File: config.mk
export PLATFORM = sky130hd
export DESIGN_NAME = env_alarm_ctrl
export DESIGN_NICKNAME = d
export VERILOG_FILES = /design/src/rtl/env_alarm_ctrl_pkg.sv /design/src/rtl/env_alarm_ctrl_beep_tone_gen.sv /design/src/rtl/env_alarm_ctrl.sv
export SDC_FILE = /design/constraint.sdc
export NUM_CORES = 1
export LEC_CHECK = 0
export BUFFER_PORTS_ARGS = -buffer_cell sky130_fd_sc_hd__buf_4
export CAP_MARGIN = 20
export CORE_UTILIZATION = 45
export DETAILED_ROUTE_END_ITERATION = 12
export PLACE_DENSITY = 0.72
export SKIP_LAST_GASP = 1
export SYNTH_ARGS = -nofsm -noshare
export SYNTH_HDL_FRONTEND = slang
export SYNTH_SLANG_ARGS = --single-unit
File: constraint.sdc
create_clock -name sys_clk -period 2.7 [get_ports sys_clk]
set_clock_uncertainty 0.2 [all_clocks]
set_input_delay 0.135 -clock sys_clk [delete_from_list [all_inputs] [get_ports sys_clk]]
set_output_delay 0.135 -clock sys_clk [all_outputs]
set_load 0.01 [all_outputs]
File: src/rtl/env_alarm_ctrl_pkg.sv
// Shared definitions for the environment alarm stage: state encodings and default limits.
// The display stage reuses the same encodings and limits.
package env_alarm_ctrl_pkg;

    typedef enum logic [2:0] {
        ST_NORMAL  = 3'd0,
        ST_ARMING  = 3'd1,
        ST_ALARM   = 3'd2,
        ST_RELEASE = 3'd3,
        ST_HOLD    = 3'd4
    } alarm_state_t;

    localparam int unsigned DEF_TEMP_HI     = 300;
    localparam int unsigned DEF_TEMP_HYST   = 10;
    localparam int unsigned DEF_HUMI_HI     = 800;
    localparam int unsigned DEF_HUMI_HYST   = 20;
    localparam int unsigned DEF_CONFIRM_N   = 3;
    localparam int unsigned DEF_BEEP_HALF   = 12_500;
    localparam int unsigned DEF_PATTERN_CYC = 12_500_000;

    function automatic logic in_alarm(input alarm_state_t s);
        return (s == ST_ALARM) || (s == ST_RELEASE) || (s == ST_HOLD);
    endfunction

endpackage

File: src/rtl/env_alarm_ctrl_beep_tone_gen.sv
// Buzzer tone/gate generator: a tone phase gated by a slower on/off pattern, idle while disabled.
module beep_tone_gen
    import env_alarm_ctrl_pkg::*;
#(
    parameter int unsigned BEEP_HALF   = DEF_BEEP_HALF,
    parameter int unsigned PATTERN_CYC = DEF_PATTERN_CYC
) (
    input  logic sys_clk,
    input  logic sys_rst_n,
    input  logic en,
    output logic beep
);

    localparam int unsigned TW = $clog2(BEEP_HALF + 1);
    localparam int unsigned GW = $clog2(PATTERN_CYC + 1);
    localparam logic [TW-1:0] TONE_LOAD = TW'(BEEP_HALF);
    localparam logic [GW-1:0] GATE_LOAD = GW'(PATTERN_CYC);

    logic [TW-1:0] tone_cnt, tone_left;
    logic [GW-1:0] gate_cnt, gate_left;
    logic          tone_ph, gate_ph;

    // Down-counters park at zero while idle; zero reads as a full half-period on the first enabled cycle.
    assign tone_left = (tone_cnt == '0) ? TONE_LOAD : tone_cnt;
    assign gate_left = (gate_cnt == '0) ? GATE_LOAD : gate_cnt;

    always_ff @(posedge sys_clk or negedge sys_rst_n) begin
        if (!sys_rst_n) begin
            tone_cnt <= '0;
            gate_cnt <= '0;
            tone_ph  <= 1'b1;
            gate_ph  <= 1'b1;
            beep     <= 1'b0;
        end else if (!en) begin
            tone_cnt <= '0;
            gate_cnt <= '0;
            tone_ph  <= 1'b1;
            gate_ph  <= 1'b1;
            beep     <= 1'b0;
        end else begin
            beep <= tone_ph & gate_ph;
            if (tone_left == TW'(1)) begin
                tone_cnt <= TONE_LOAD;
                tone_ph  <= ~tone_ph;
            end else begin
                tone_cnt <= tone_left - TW'(1);
            end
            if (gate_left == GW'(1)) begin
                gate_cnt <= GATE_LOAD;
                gate_ph  <= ~gate_ph;
            end else begin
                gate_cnt <= gate_left - GW'(1);
            end
        end
    end

endmodule

File: src/rtl/env_alarm_ctrl.sv
// Sample-synchronous threshold alarm with hysteresis and N-sample confirmation, driving the buzzer.
// Define ALARM_LATCH_EN to hold the alarm after release until acknowledged via ack_flag.
//
//  state   | meaning
//  NORMAL  | no alarm, waiting for an over-limit sample
//  ARMING  | counting consecutive over-limit samples
//  ALARM   | alarm active, waiting for a clear sample
//  RELEASE | alarm active, counting consecutive clear samples
//  HOLD    | alarm latched after release, waiting for ack_flag (ALARM_LATCH_EN only)
module env_alarm_ctrl
    import env_alarm_ctrl_pkg::*;
#(
    parameter int unsigned TEMP_HI     = DEF_TEMP_HI,
    parameter int unsigned TEMP_HYST   = DEF_TEMP_HYST,
    parameter int unsigned HUMI_HI     = DEF_HUMI_HI,
    parameter int unsigned HUMI_HYST   = DEF_HUMI_HYST,
    parameter int unsigned CONFIRM_N   = DEF_CONFIRM_N,
    parameter int unsigned BEEP_HALF   = DEF_BEEP_HALF,
    parameter int unsigned PATTERN_CYC = DEF_PATTERN_CYC
) (
    input  logic        sys_clk,
    input  logic        sys_rst_n,
    input  logic [11:0] temp_in,
    input  logic [11:0] humi_in,
    input  logic        data_valid,
    input  logic        ack_flag,
    output logic        alarm,
    output logic [1:0]  alarm_src,
    output logic        beep
);

    localparam logic [11:0] TEMP_SET = 12'(TEMP_HI);
    localparam logic [11:0] TEMP_CLR = 12'(TEMP_HI - TEMP_HYST);
    localparam logic [11:0] HUMI_SET = 12'(HUMI_HI);
    localparam logic [11:0] HUMI_CLR = 12'(HUMI_HI - HUMI_HYST);
    localparam logic [3:0]  CONF     = 4'(CONFIRM_N);
`ifdef ALARM_LATCH_EN
    localparam alarm_state_t REL_DONE = ST_HOLD;
`else
    localparam alarm_state_t REL_DONE = ST_NORMAL;
    logic unused_ack;
    assign unused_ack = ack_flag;
`endif

    alarm_state_t state, state_nxt;
    logic [3:0]   cnt, cnt_nxt;
    logic [1:0]   over_ch;
    logic         over, clear;

    assign over_ch = {humi_in >= HUMI_SET, temp_in >= TEMP_SET};
    assign over    = |over_ch;
    assign clear   = (temp_in < TEMP_CLR) && (humi_in < HUMI_CLR);

    always_ff @(posedge sys_clk or negedge sys_rst_n) begin
        if (!sys_rst_n) begin
            state <= ST_NORMAL;
            cnt   <= '0;
        end else begin
            state <= state_nxt;
            cnt   <= cnt_nxt;
        end
    end

    always_comb begin
        state_nxt = state;
        cnt_nxt   = cnt;
        case (state)
            ST_NORMAL: if (data_valid && over) begin
                if (CONF == 4'd1) begin
                    state_nxt = ST_ALARM;
                    cnt_nxt   = '0;
                end else begin
                    state_nxt = ST_ARMING;
                    cnt_nxt   = 4'd1;
                end
            end
            ST_ARMING: if (data_valid) begin
                if (!over) begin
                    state_nxt = ST_NORMAL;
                    cnt_nxt   = '0;
                end else if (cnt + 4'd1 == CONF) begin
                    state_nxt = ST_ALARM;
                    cnt_nxt   = '0;
                end else begin
                    cnt_nxt = cnt + 4'd1;
                end
            end
            ST_ALARM: if (data_valid && clear) begin
                if (CONF == 4'd1) begin
                    state_nxt = REL_DONE;
                    cnt_nxt   = '0;
                end else begin
                    state_nxt = ST_RELEASE;
                    cnt_nxt   = 4'd1;
                end
            end
            ST_RELEASE: if (data_valid) begin
                if (!clear) begin
                    state_nxt = ST_ALARM;
                    cnt_nxt   = '0;
                end else if (cnt + 4'd1 == CONF) begin
                    state_nxt = REL_DONE;
                    cnt_nxt   = '0;
                end else begin
                    cnt_nxt = cnt + 4'd1;
                end
            end
`ifdef ALARM_LATCH_EN
            ST_HOLD: if (ack_flag) begin
                state_nxt = ST_NORMAL;
                cnt_nxt   = '0;
            end
`endif
            default: begin
                state_nxt = ST_NORMAL;
                cnt_nxt   = '0;
            end
        endcase
    end

    // alarm mirrors the registered state; alarm_src is loaded on entry and only grows while active.
    always_ff @(posedge sys_clk or negedge sys_rst_n) begin
        if (!sys_rst_n) begin
            alarm     <= 1'b0;
            alarm_src <= 2'b00;
        end else begin
            alarm <= in_alarm(state_nxt);
            if (!in_alarm(state_nxt))
                alarm_src <= 2'b00;
            else if (!alarm)
                alarm_src <= over_ch;
            else if (data_valid && state != ST_HOLD)
                alarm_src <= alarm_src | over_ch;
        end
    end

    beep_tone_gen #(
        .BEEP_HALF   (BEEP_HALF),
        .PATTERN_CYC (PATTERN_CYC)
    ) u_beep (
        .sys_clk   (sys_clk),
        .sys_rst_n (sys_rst_n),
        .en        (alarm),
        .beep      (beep)
    );

endmodule

**Word-level counts from Yosys, hierarchy flattened**

Cells that the tools add are included.
Widths: inputs -> output; s select.

- Register bits after elaboration: 51
- Input port bits: 28
- Output and inout bits: 4

- $add $sub $neg: 3
- Magnitude comparators: 4
- Eq/ne operators: 17
- Muxes and demuxes: 31
- Bitwise gates (word level): 4
- Reductions and logical operators: 11

Operators by type and width:

| operator | count |
|---|---|
| $mux 24 | 3 |
| $mux 14 | 3 |
| $mux 4 | 7 |
| $eq 24x1->1 const B | 1 |
| $logic_not 24->1 | 1 |
| $mux 3 | 8 |
| $sub 24x1->24 const B | 1 |
| $pmux 4 s4 | 1 |
| $eq 14x1->1 const B | 1 |
| $logic_not 14->1 | 1 |
| $sub 14x1->14 const B | 1 |
| $eq 3x2->1 const B | 4 |
| $ge 12x10->1 const B | 1 |
| $ge 12x9->1 const B | 1 |
| $lt 12x10->1 const B | 1 |
| $lt 12x9->1 const B | 1 |
| $pmux 3 s4 | 1 |
| $ne 2x2->1 const B | 4 |
| $mux 2 | 3 |
| $mux 1 | 5 |
| $add 4x1->4 const B | 1 |
| $eq 4x2->1 const B | 1 |
| $logic_and 1x1->1 | 4 |
| $ne 2x1->1 const B | 2 |
| 11 further kinds | 13 |

**Longest topological paths before layout**

Gate-level depths: netlist (run 1).

- Word-level depth: 10
- Depth in mapped cells: 8
- Mapped depth without buffers: 7

**Cells and area by module**

Synthesis (run 1) repeated with hierarchy kept, for this count alone.

- Cell total of the unflattened synthesis: 312
- Area total of the unflattened synthesis: 2910.3 um^2

Modules (own cells, without submodules):

| module | instances | cells each | area an instance (um^2) |
|---|---|---|---|
| beep_tone_gen | 1 | 229 | 2157.1 |
| env_alarm_ctrl | 1 | 83 | 753.2 |

**Worst setup path after synthesis (run 1)**

No wires, ideal clock.

- Path kind: reg-to-reg
- Start: register u_beep.gate_cnt[1]
- End: register u_beep.gate_cnt[16]
- Arrival: 2.116 ns
- Data required time: 2.423 ns
- Setup slack: 0.307 ns
- Stages on the path, launching flop included: 8
- Path buffers: 0
- Period minus slack after synthesis: 2.393 ns
- Path through: dfrtp_1 -> inv_1 -> ha_1 -> nor3b_1 -> nand4_1 -> a31oi_1 -> or4b_1 -> a21oi_1

- Cells in the longest elaborated chain, start to end: 5
- Elaborated cells on any way between the ends: 6

RTL lines:

| what | RTL line | text |
|---|---|---|
| start: declaration | env_alarm_ctrl_beep_tone_gen.sv:20 | `logic [GW-1:0] gate_cnt, gate_left;` |
| start signal: assignment | env_alarm_ctrl_beep_tone_gen.sv:52 | `gate_cnt <= gate_left - GW'(1);` |
| $logic_not 24->1 | env_alarm_ctrl_beep_tone_gen.sv:25 | `assign gate_left = (gate_cnt == '0) ? GATE_LOAD : gate_cnt;` |
| $mux 24 * | env_alarm_ctrl_beep_tone_gen.sv:25 |  |
| $sub 24x1->24 or $eq 24x1->1 (tied branches) | env_alarm_ctrl_beep_tone_gen.sv:52, env_alarm_ctrl_beep_tone_gen.sv:48 |  |
| $mux 24 * | env_alarm_ctrl_beep_tone_gen.sv:48 | `if (gate_left == GW'(1)) begin` |
| $mux 24 * | env_alarm_ctrl_beep_tone_gen.sv:34 | `end else if (!en) begin` |

Every way passes the cells marked *; elsewhere a longest branch is shown, timed or not.
A chain may end at the register's enable or synchronous reset.

**Worst setup path after layout (run 1)**

- Start: register u_beep.gate_cnt[11]
- End: register u_beep.gate_cnt[16]

The elaborated chain is that of the path after synthesis.

==> results.json, run 1 <==
{
  "post-cts-setup-buffers": 0,
  "async_flop_share": 1.000,
  "gp_congestion": 0.8830,
  "setup_tns_ns": 0,
  "initial_utilization": 0.4753,
  "synth_nets": 337,
  "critPathBufInv": 1,
  "vdd_ir_drop_max_uv": 259.7,
  "grt_usage": 0.1999,
  "die_area_um2": 6687,
  "endpoint_kind": "flop",
  "portBuffers": 27,
  "hpwl_um": 4264,
  "cts.sinks": 51,
  "num-nets-final": 377,
  "vias_per_cell": 5.819,
  "crit_chain": "nor4_1 -> nand4_1 -> a31oi_1 -> buf_4 -> or4b_1 -> a21oi_1",
  "io-pin-count": 32,
  "tightestPinTransition_ns": 0.6223,
  "clkLatencyLatePin_ns": 0.31,
  "via_count": 2438,
  "arrival_ns": 2.49,
  "min_period_over_period": 0.9107,
  "drc": 0,
  "dr.first_iter.drc_count": 116,
  "drv_cap": 0,
  "drive_gt1_frac": 0.1802,
  "hold_class": "input port to flop",
  "ys_ff_latch": 51,
  "yosysMostFrequentCell": "dfrtp_1",
  "max_stage_delay_ns": 0.50,
  "synth_edf_count": 0,
  "htree_levels": 2,
  "synthTopCellsByArea": "dfrtp_1 (43%), a21oi_1 (4.7%), xnor2_1 (4.0%), nor2_1 (3.8%), xor2_1 (3.4%)",
  "syn_to_final_growth_pct": 16.86,
  "synth_top_cell_by_area": "dfrtp_1",
  "required_ns": 2.73,
  "slowest_stage": "nor4_1",
  "diodes": 0,
  "status": "complete, no violations",
  "path_max_fanout": 5,
  "antenna_found_initial": 0,
  "synth.avg_cell_area_um2": 9.452,
  "p_per_area_nw_per_um2": 429.0,
  "grt_pass1_wl_um": 10180,
  "core_area_um2": 6026,
  "syn_inst": 303,
  "firstDrtPassIters": 4,
  "yosys.cell_types.count": 53,
  "rows": 28,
  "final_max_slew_viol_count": 0,
  "clk_pin_slew_ns": 0.10,
  "synth_common_cells": "dfrtp_1 (49), nor2_1 (29), a21oi_1 (27)",
  "routed_wl_um": 5995,
  "synth_seq_area_share": 0.4465,
  "critPathTopFamily": "simple AND/OR/NAND/NOR gates",
  "cp-start-kind": "flop",
  "setup-violations-final": 0,
  "power_leakage_nw": 1.594,
  "grt_max_degree": 52,
  "drtAntennaViolNets": 0,
  "yosysWarnings": 0,
  "syn_area_um2": 2864,
  "fp.dieH_um": 81.78,
  "synth_flop_cell": "dfrtp_1",
  "die_x_um": 81.78,
  "clock-root-buffer": "clkbuf_8",
  "fmax_ghz": 0.4067,
  "postLayoutCoreUtil": 0.5554,
  "setup.worst_path.class": "flop to flop",
  "avgRoutedWirePerCell_um": 14.31,
  "cts_tree": "done",
  "cts.path.max_buffers": 2,
  "slew_headroom": 0.5851,
  "cts_made_buffers": 5,
  "grt_pass1_vias": 2257,
  "hold_viol": 0,
  "overflow": 0,
  "min_period_ns": 2.459,
  "synth.top_cell.area_share": 0.4281,
  "rsz0062_at_grt": "false"
}
==> metal layers <==
layer	vias up	global-route usage	wire, um
met1	1160	0.2720	2849
met5	-	0	0
met4	0	0.05439	76
met3	5	0.04000	292
met2	65	0.3223	2776
li1	1208	-	-
==> metrics by stage <==
step | total power [W] | setup slack (ns) | std cells | cell area, um2 | hold WS [ns]
floorplan | 0.0008541 | 0.3067 | 303 | 2864 | -0.3606
global placement | 0.0009125 | 0.3432 | 409 | 3214 | 0.008369
detailed placement | 0.0009149 | 0.3024 | 409 | 3214 | 0.005776
CTS | 0.001457 | 0.2566 | 419 | 3347 | 0.07704
global route | 0.001497 | 0.09814 | 419 | 3347 | 0.1213
finish | 0.001436 | 0.2412 | 419 | 3347 | 0.09310
==> worst min-delay path, stage by stage <==
cell	delay [ns]
buf_4	0.10
a21oi_1	0.06
nand2_1	0.06
a22oi_1	0.07
nor3_1	0.13
==> cells by family (layout without fill, tap and decap cells) <==
family          after synthesis  count (layout)  synth area share
simple gates                126             126            0.2355
flops                        51              51            0.4465
xor+xnor                     24              24           0.07339
mux                           3               3           0.01049
buf+inv                      19              60           0.03102
fa+ha+maj                     6               6           0.02621
other cells                   1               1          0.001309
compound gates               73              73            0.1756
==> cell usage in the layout, fill, tap and decap left out, drive strengths merged, types with 4 or more instances in the layout <==
cell type,count
xnor2,13
nand2b,4
a21oi,27
o21ai,7
o211ai,6
ha,6
nand4,5
or2,4
nand3,12
nor2,29
nand2,21
and3,4
nor4,9
clkbuf,5
nor3,14
buf,42
a31oi,6
or3,7
inv,8
or4,6
dfrtp,49
xor2,11
==> area by class of cell <==
| class | count | area (um2) |
|---|---|---|
| tap | 75 | 93.84 |
| clock buffer | 5 | 68.82 |
| fill | 556 | 2679 |
| clock inverter | 3 | 43.79 |
| inverter | 8 | 30.03 |
| sequential | 51 | 1279 |
| timing repair buffer | 44 | 335.3 |
| multi-input combinational | 233 | 1496 |
==> worst paths after layout <==
check | startpoint | end | slack (ns) | cells after the start
worst min-delay path | temp_in[8] | alarm_src[0] | 0.09 | 5
worst max-delay path | u_beep.gate_cnt[11] | u_beep.gate_cnt[16] | 0.24 | 6
min in group asynchronous | sys_rst_n | u_beep.tone_cnt[9] | 0.18 | 2
worst max register to register | u_beep.gate_cnt[11] | u_beep.gate_cnt[16] | 0.24 | 6
max in group asynchronous | sys_rst_n | u_beep.gate_cnt[9] | 1.70 | 2
worst min register to register | u_beep.tone_cnt[0] | u_beep.tone_cnt[0] | 0.31 | 1
==> state kept, by name, indices dropped and copies added (netlist names) <==
register,count
alarm,1
state,3
u_beep.tone_ph,1
u_beep.beep,1
u_beep.tone_cnt,14
u_beep.gate_cnt,24
alarm_src,2
u_beep.gate_ph,1
cnt,4
==> timing repair <==
action	CTS	global route
hold endpoints to repair	53	0
hold buffers	2	0
gates resized for setup	0	0
==> power breakdown <==
group	total (W)	internal (W)	switching (W)	leakage, nW
Sequential	0.000777	0.000768	0.00000885	0.701
Combinational	0.000124	0.0000599	0.0000644	0.836
Clock	0.000534	0.000276	0.000258	0.0581
Note: power is estimated with default switching activity, not from simulation.
==> inputs of run 2 (changes only) <==
Settings changed: CORE_MARGIN from default to 4.
==> results.json, run 2 (synthesis results as in run 1) <==
{
  "avgRoutedWirePerCell_um": 14.00,
  "vdd_ir_drop_max_uv": 239.4,
  "dr.first_iter.drc_count": 112,
  "top_regs": "u_beep.gate_cnt x24, u_beep.tone_cnt x14, cnt x4",
  "final_max_slew_viol_count": 0,
  "postLayoutCoreUtil": 0.5458,
  "routed_wl_um": 5825,
  "largest_register_ffs": 24,
  "slowest_stage": "nor4_1",
  "critPathTopFamily": "simple AND/OR/NAND/NOR gates",
  "arrival_ns": 2.51,
  "portBuffers": 27,
  "regMostFlops": "u_beep.gate_cnt",
  "final_cell_mix": "dfrtp_1 (49), buf_4 (39), nor2_1 (29), a21oi_1 (27), nand2_1 (21)",
  "htree_levels": 2,
  "initial_utilization": 0.4725,
  "diodes": 0,
  "max_stage_delay_ns": 0.55,
  "setup.worst_path.class": "flop to flop",
  "rows": 28,
  "power_leakage_nw": 1.575,
  "path_max_fanout": 12,
  "setup-violations-final": 0,
  "clk_pin_slew_ns": 0.09,
  "crit_chain": "nor4_1 -> and3_1 -> buf_4 -> and3_1 -> o21ai_2 -> a21oi_1",
  "die_area_um2": 7704,
  "min_period_ns": 2.477,
  "cts.sinks": 51,
  "drc": 0,
  "swShare": 0.2406,
  "finalPower_w": 0.001366,
  "min_period_over_period": 0.9175,
  "layout_commonest_cell": "dfrtp_1",
  "overflow": 0,
  "critical_path.most_common_cell": "and3_1",
  "firstDrtPassIters": 4,
  "via_count": 2365,
  "post-cts-setup-buffers": 0,
  "multi_input_comb_area_um2": 1496,
  "core_area_um2": 6061,
  "dp_slack_ns": 0.2684,
  "clock-root-buffer": "clkbuf_8",
  "drtAntennaViolNets": 0,
  "die_x_um": 87.78,
  "tightestPinTransition_ns": 0.6320,
  "power_frac_clock": 0.341,
  "fp.dieH_um": 87.78,
  "clkLatencyLatePin_ns": 0.31,
  "hpwl_um": 4204,
  "seq_area_um2": 1279,
  "intPower_w": 0.001037,
  "cts_tree": "done",
  "fmax_ghz": 0.4037,
  "critPathBufInv": 1,
  "slew_headroom": 0.5787,
  "fill_cells": 531,
  "gp_congestion": 0.9212,
  "vias_per_cell": 5.685,
  "syn_to_final_growth_pct": 15.51,
  "rsz0062_at_grt": "false",
  "cts.path.max_buffers": 2,
  "setup_slack_ns": 0.2228,
  "p_comb_frac": 0.090,
  "status": "complete, no violations",
  "cp-start-kind": "flop",
  "io-pin-count": 32,
  "total_switching_power_w": 0.0003286,
  "hold_ws_ns": 0.1036,
  "power_frac_seq": 0.569,
  "grt_usage": 0.1650,
  "drive_gt1_frac": 0.1730,
  "grt_max_degree": 52,
  "endpoint_kind": "flop",
  "ctsResizeCount": 0,
  "hold_viol": 0,
  "antenna_found_initial": 0,
  "grt_pass1_vias": 2214,
  "grt_pass1_wl_um": 10220,
  "p_per_area_nw_per_um2": 412.9,
  "num-nets-final": 374,
  "drv_cap": 0,
  "setup_tns_ns": 0,
  "cts_made_buffers": 5,
  "hold_class": "input port to flop",
  "required_ns": 2.73
}
==> run 2: cell count changes in the layout (fill, tap and decap cells not counted), sizes merged <==
cell / before / now
inv: 8 / 9
clkinv: 2 / 1
bufinv: 1 / 0
buf: 42 / 39
clkbuf: 5 / 6
==> run 2: routing by layer <==
layer,track usage,wire length [um],up-vias
met5,0,0,-
met4,0.04742,74,0
met3,0.03104,210,4
met2,0.2486,2498,41
met1,0.2423,3041,1114
li1,-,-,1206
==> run 2: worst paths after layout <==
check	from	endpoint	slack (ns)	depth (start not counted)
hold / removal	temp_in[8]	alarm_src[0]	0.10	5
max in group asynchronous	sys_rst_n	u_beep.gate_cnt[11]	1.69	2
min in group asynchronous	sys_rst_n	u_beep.tone_cnt[11]	0.17	2
setup / recovery	u_beep.gate_cnt[14]	u_beep.gate_cnt[16]	0.22	6
hold reg to reg	u_beep.tone_cnt[0]	u_beep.tone_cnt[0]	0.30	1
setup reg to reg	u_beep.gate_cnt[14]	u_beep.gate_cnt[16]	0.22	6
==> run 2: layout make-up <==
class / count / area share
Sequential cell: 51 / 0.3865
Clock buffer: 6 / 0.02496
Timing Repair Buffer: 41 / 0.09455
Multi-Input combinational cell: 233 / 0.4523
Inverter: 8 / 0.009077
Clock inverter: 2 / 0.004160
Tap cell: 75 / 0.02837
==> run 2: worst register-to-register path: stages, from the launching register on <==
cell and delay, ns:
dfrtp_1 0.45, nor4_1 0.55, and3_1 0.32, buf_4 0.16
and3_1 0.32, o21ai_2 0.22, a21oi_1 0.18
==> run 2: timing repair <==
action | CTS | global route
hold buffers | 2 | 0
endpoints found under the hold margin | 52 | 0
endpoints found under the setup margin | 0 | 0
==> run 2: power groups by stage <==
stage / registers (W) / clock network, W / logic, W
3_5_place_dp: 0.000792 / 0 / 0.000121
3_3_place_gp: 0.000791 / 0 / 0.000120
5_1_grt: 0.000779 / 0.000512 / 0.000138
2_1_floorplan: 0.000788 / 0 / 0.0000661
6_report: 0.000777 / 0.000466 / 0.000123
4_1_cts: 0.000777 / 0.000483 / 0.000124
==> run 2: through the flow <==
| step | instance area (um2) | std cells |
|---|---|---|
| after global placement | 3192 | 406 |
| after detailed placement | 3192 | 406 |
| after CTS | 3308 | 416 |
| final | 3308 | 416 |
| after global routing | 3308 | 416 |
| after floorplan | 2864 | 303 |
==> inputs of run 3 (changes only) <==
Settings changed: CORE_UTILIZATION 45 to 50, PLACE_DENSITY 0.72 to 0.78, SLEW_MARGIN from default to 40.
==> results.json, run 3 (synthesis results as in run 1) <==
{
  "status": "complete, no violations",
  "path_max_fanout": 6,
  "hold_class": "input port to flop",
  "reg2regPathDepth": 5,
  "portBuffers": 27,
  "regMostFlops": "u_beep.gate_cnt",
  "crit_chain": "nor4_1 -> nand2_1 -> or2_2 -> or4_1 -> a21oi_1",
  "final_cell_mix": "dfrtp_1 (49), buf_4 (40), nor2_1 (29), a21oi_1 (27), nand2_1 (21)",
  "clk_pin_slew_ns": 0.09,
  "cts_tree": "done",
  "fmax_ghz": 0.4034,
  "syn_to_final_growth_pct": 16.38,
  "grt_pass1_vias": 2337,
  "power_leakage_nw": 1.588,
  "cts.path.max_buffers": 2,
  "critPathBufInv": 0,
  "hold_depth": 5,
  "via_count": 2442,
  "power_frac_seq": 0.536,
  "drtAntennaViolNets": 0,
  "seq_area_um2": 1279,
  "grt_pass1_wl_um": 10520,
  "max_stage_delay_ns": 0.56,
  "dr.first_iter.drc_count": 185,
  "intPower_w": 0.001127,
  "required_ns": 2.73,
  "cts.sinks": 51,
  "drv_cap": 0,
  "grt_max_degree": 52,
  "min_period_ns": 2.479,
  "setup.worst_path.class": "flop to flop",
  "cp-start-kind": "flop",
  "core_area_um2": 5540,
  "io-pin-count": 32,
  "overflow": 0,
  "critPathTopFamily": "simple AND/OR/NAND/NOR gates",
  "hpwl_um": 4275,
  "postLayoutCoreUtil": 0.6016,
  "cts_made_buffers": 5,
  "fill_cells": 496,
  "gp_congestion": 0.9003,
  "avgRoutedWirePerCell_um": 14.37,
  "grt_usage": 0.1795,
  "rows": 27,
  "hold_viol": 0,
  "top_regs": "u_beep.gate_cnt x24, u_beep.tone_cnt x14, cnt x4",
  "arrival_ns": 2.50,
  "largest_register_ffs": 24,
  "antenna_found_initial": 0,
  "swShare": 0.2221,
  "diodes": 0,
  "p_comb_frac": 0.086,
  "layout_commonest_cell": "dfrtp_1",
  "final_max_slew_viol_count": 0,
  "drc": 0,
  "rsz0062_at_grt": "false",
  "clkLatencyLatePin_ns": 0.30,
  "fp.dieH_um": 83.69,
  "total_switching_power_w": 0.0003219,
  "vias_per_cell": 5.899,
  "multi_input_comb_area_um2": 1496,
  "num-nets-final": 375,
  "crit_cells": 5,
  "vdd_ir_drop_max_uv": 284.0,
  "power_frac_clock": 0.378,
  "slew_headroom": 0.5852,
  "clock-root-buffer": "clkbuf_8",
  "die_area_um2": 7003,
  "setup-violations-final": 0,
  "htree_levels": 2,
  "tightestPinTransition_ns": 0.6222,
  "setup_tns_ns": 0,
  "slowest_stage": "nor4_1",
  "firstDrtPassIters": 4,
  "routed_wl_um": 5948,
  "p_per_area_nw_per_um2": 434.8,
  "endpoint_kind": "flop",
  "min_period_over_period": 0.9181,
  "drive_gt1_frac": 0.1754,
  "die_x_um": 83.69,
  "initial_utilization": 0.5169
}
## run 3: cell types whose count changed in the layout (fill, tap and decap cells not counted), sizes merged
| cell | delta |
|---|---|
| buf | +1 |
| bufinv | +1 |
| inv | -1 |
## run 3: tightest hold or removal path, cell delays in order
cell and delay (ns):
buf_4 0.10, a21oi_1 0.06, nand2_1 0.06, a22oi_1 0.06, nor3_1 0.12
## run 3: stage by stage
stage / power [W] / std cells / setup slack [ns] / area, um2 / hold WS (ns)
after detailed placement: 0.0009137 / 404 / 0.3154 / 3196 / -0.001299
after global routing: 0.001516 / 414 / 0.05454 / 3333 / 0.1503
after global placement: 0.0009113 / 404 / 0.3371 / 3196 / -0.001259
after floorplan: 0.0008541 / 303 / 0.3067 / 2864 / -0.3606
after CTS: 0.001462 / 414 / 0.2566 / 3333 / 0.07281
final: 0.001449 / 414 / 0.2210 / 3333 / 0.07958
## run 3: timing repair
item	CTS	global route
endpoints found under the hold margin	51	0
buffers inserted	0	0
endpoints found under the setup margin	0	0
hold buffers	2	0
gates resized for setup	0	0
## run 3: worst paths after layout
path / from / end / slack (ns)
max: u_beep.gate_cnt[14] / u_beep.gate_cnt[22] / 0.22
max in group asynchronous: sys_rst_n / u_beep.gate_cnt[0] / 1.70
min: temp_in[8] / alarm_src[0] / 0.08
min in group asynchronous: sys_rst_n / u_beep.tone_cnt[10] / 0.18
max reg2reg: u_beep.gate_cnt[14] / u_beep.gate_cnt[22] / 0.22
min reg2reg: u_beep.tone_cnt[0] / u_beep.tone_cnt[0] / 0.31
## run 3: layer usage
| layer | global-route usage | vias to the layer above | part of all wire |
|---|---|---|---|
| li1 | - | 1197 | - |
| met5 | 0 | - | 0 |
| met1 | 0.2401 | 1172 | 0.46 |
| met2 | 0.2921 | 66 | 0.47 |
| met4 | 0.04971 | 0 | 0.012 |
| met3 | 0.04146 | 7 | 0.052 |
## run 3: power groups by stage
stage	clock network [W]	registers, W	logic, W
6_report	0.000548	0.000777	0.000124
3_3_place_gp	0	0.000792	0.000120
3_5_place_dp	0	0.000792	0.000122
5_1_grt	0.000599	0.000778	0.000139
4_1_cts	0.000560	0.000777	0.000125
2_1_floorplan	0	0.000788	0.0000661
## run 3: layout make-up
type,count,share of cell area
Tap cell,72,0.02703
Inverter,8,0.009009
Multi-Input combinational cell,233,0.4489
Sequential cell,51,0.3836
Clock inverter,2,0.01051
Timing Repair Buffer,42,0.09610
Clock buffer,6,0.02477
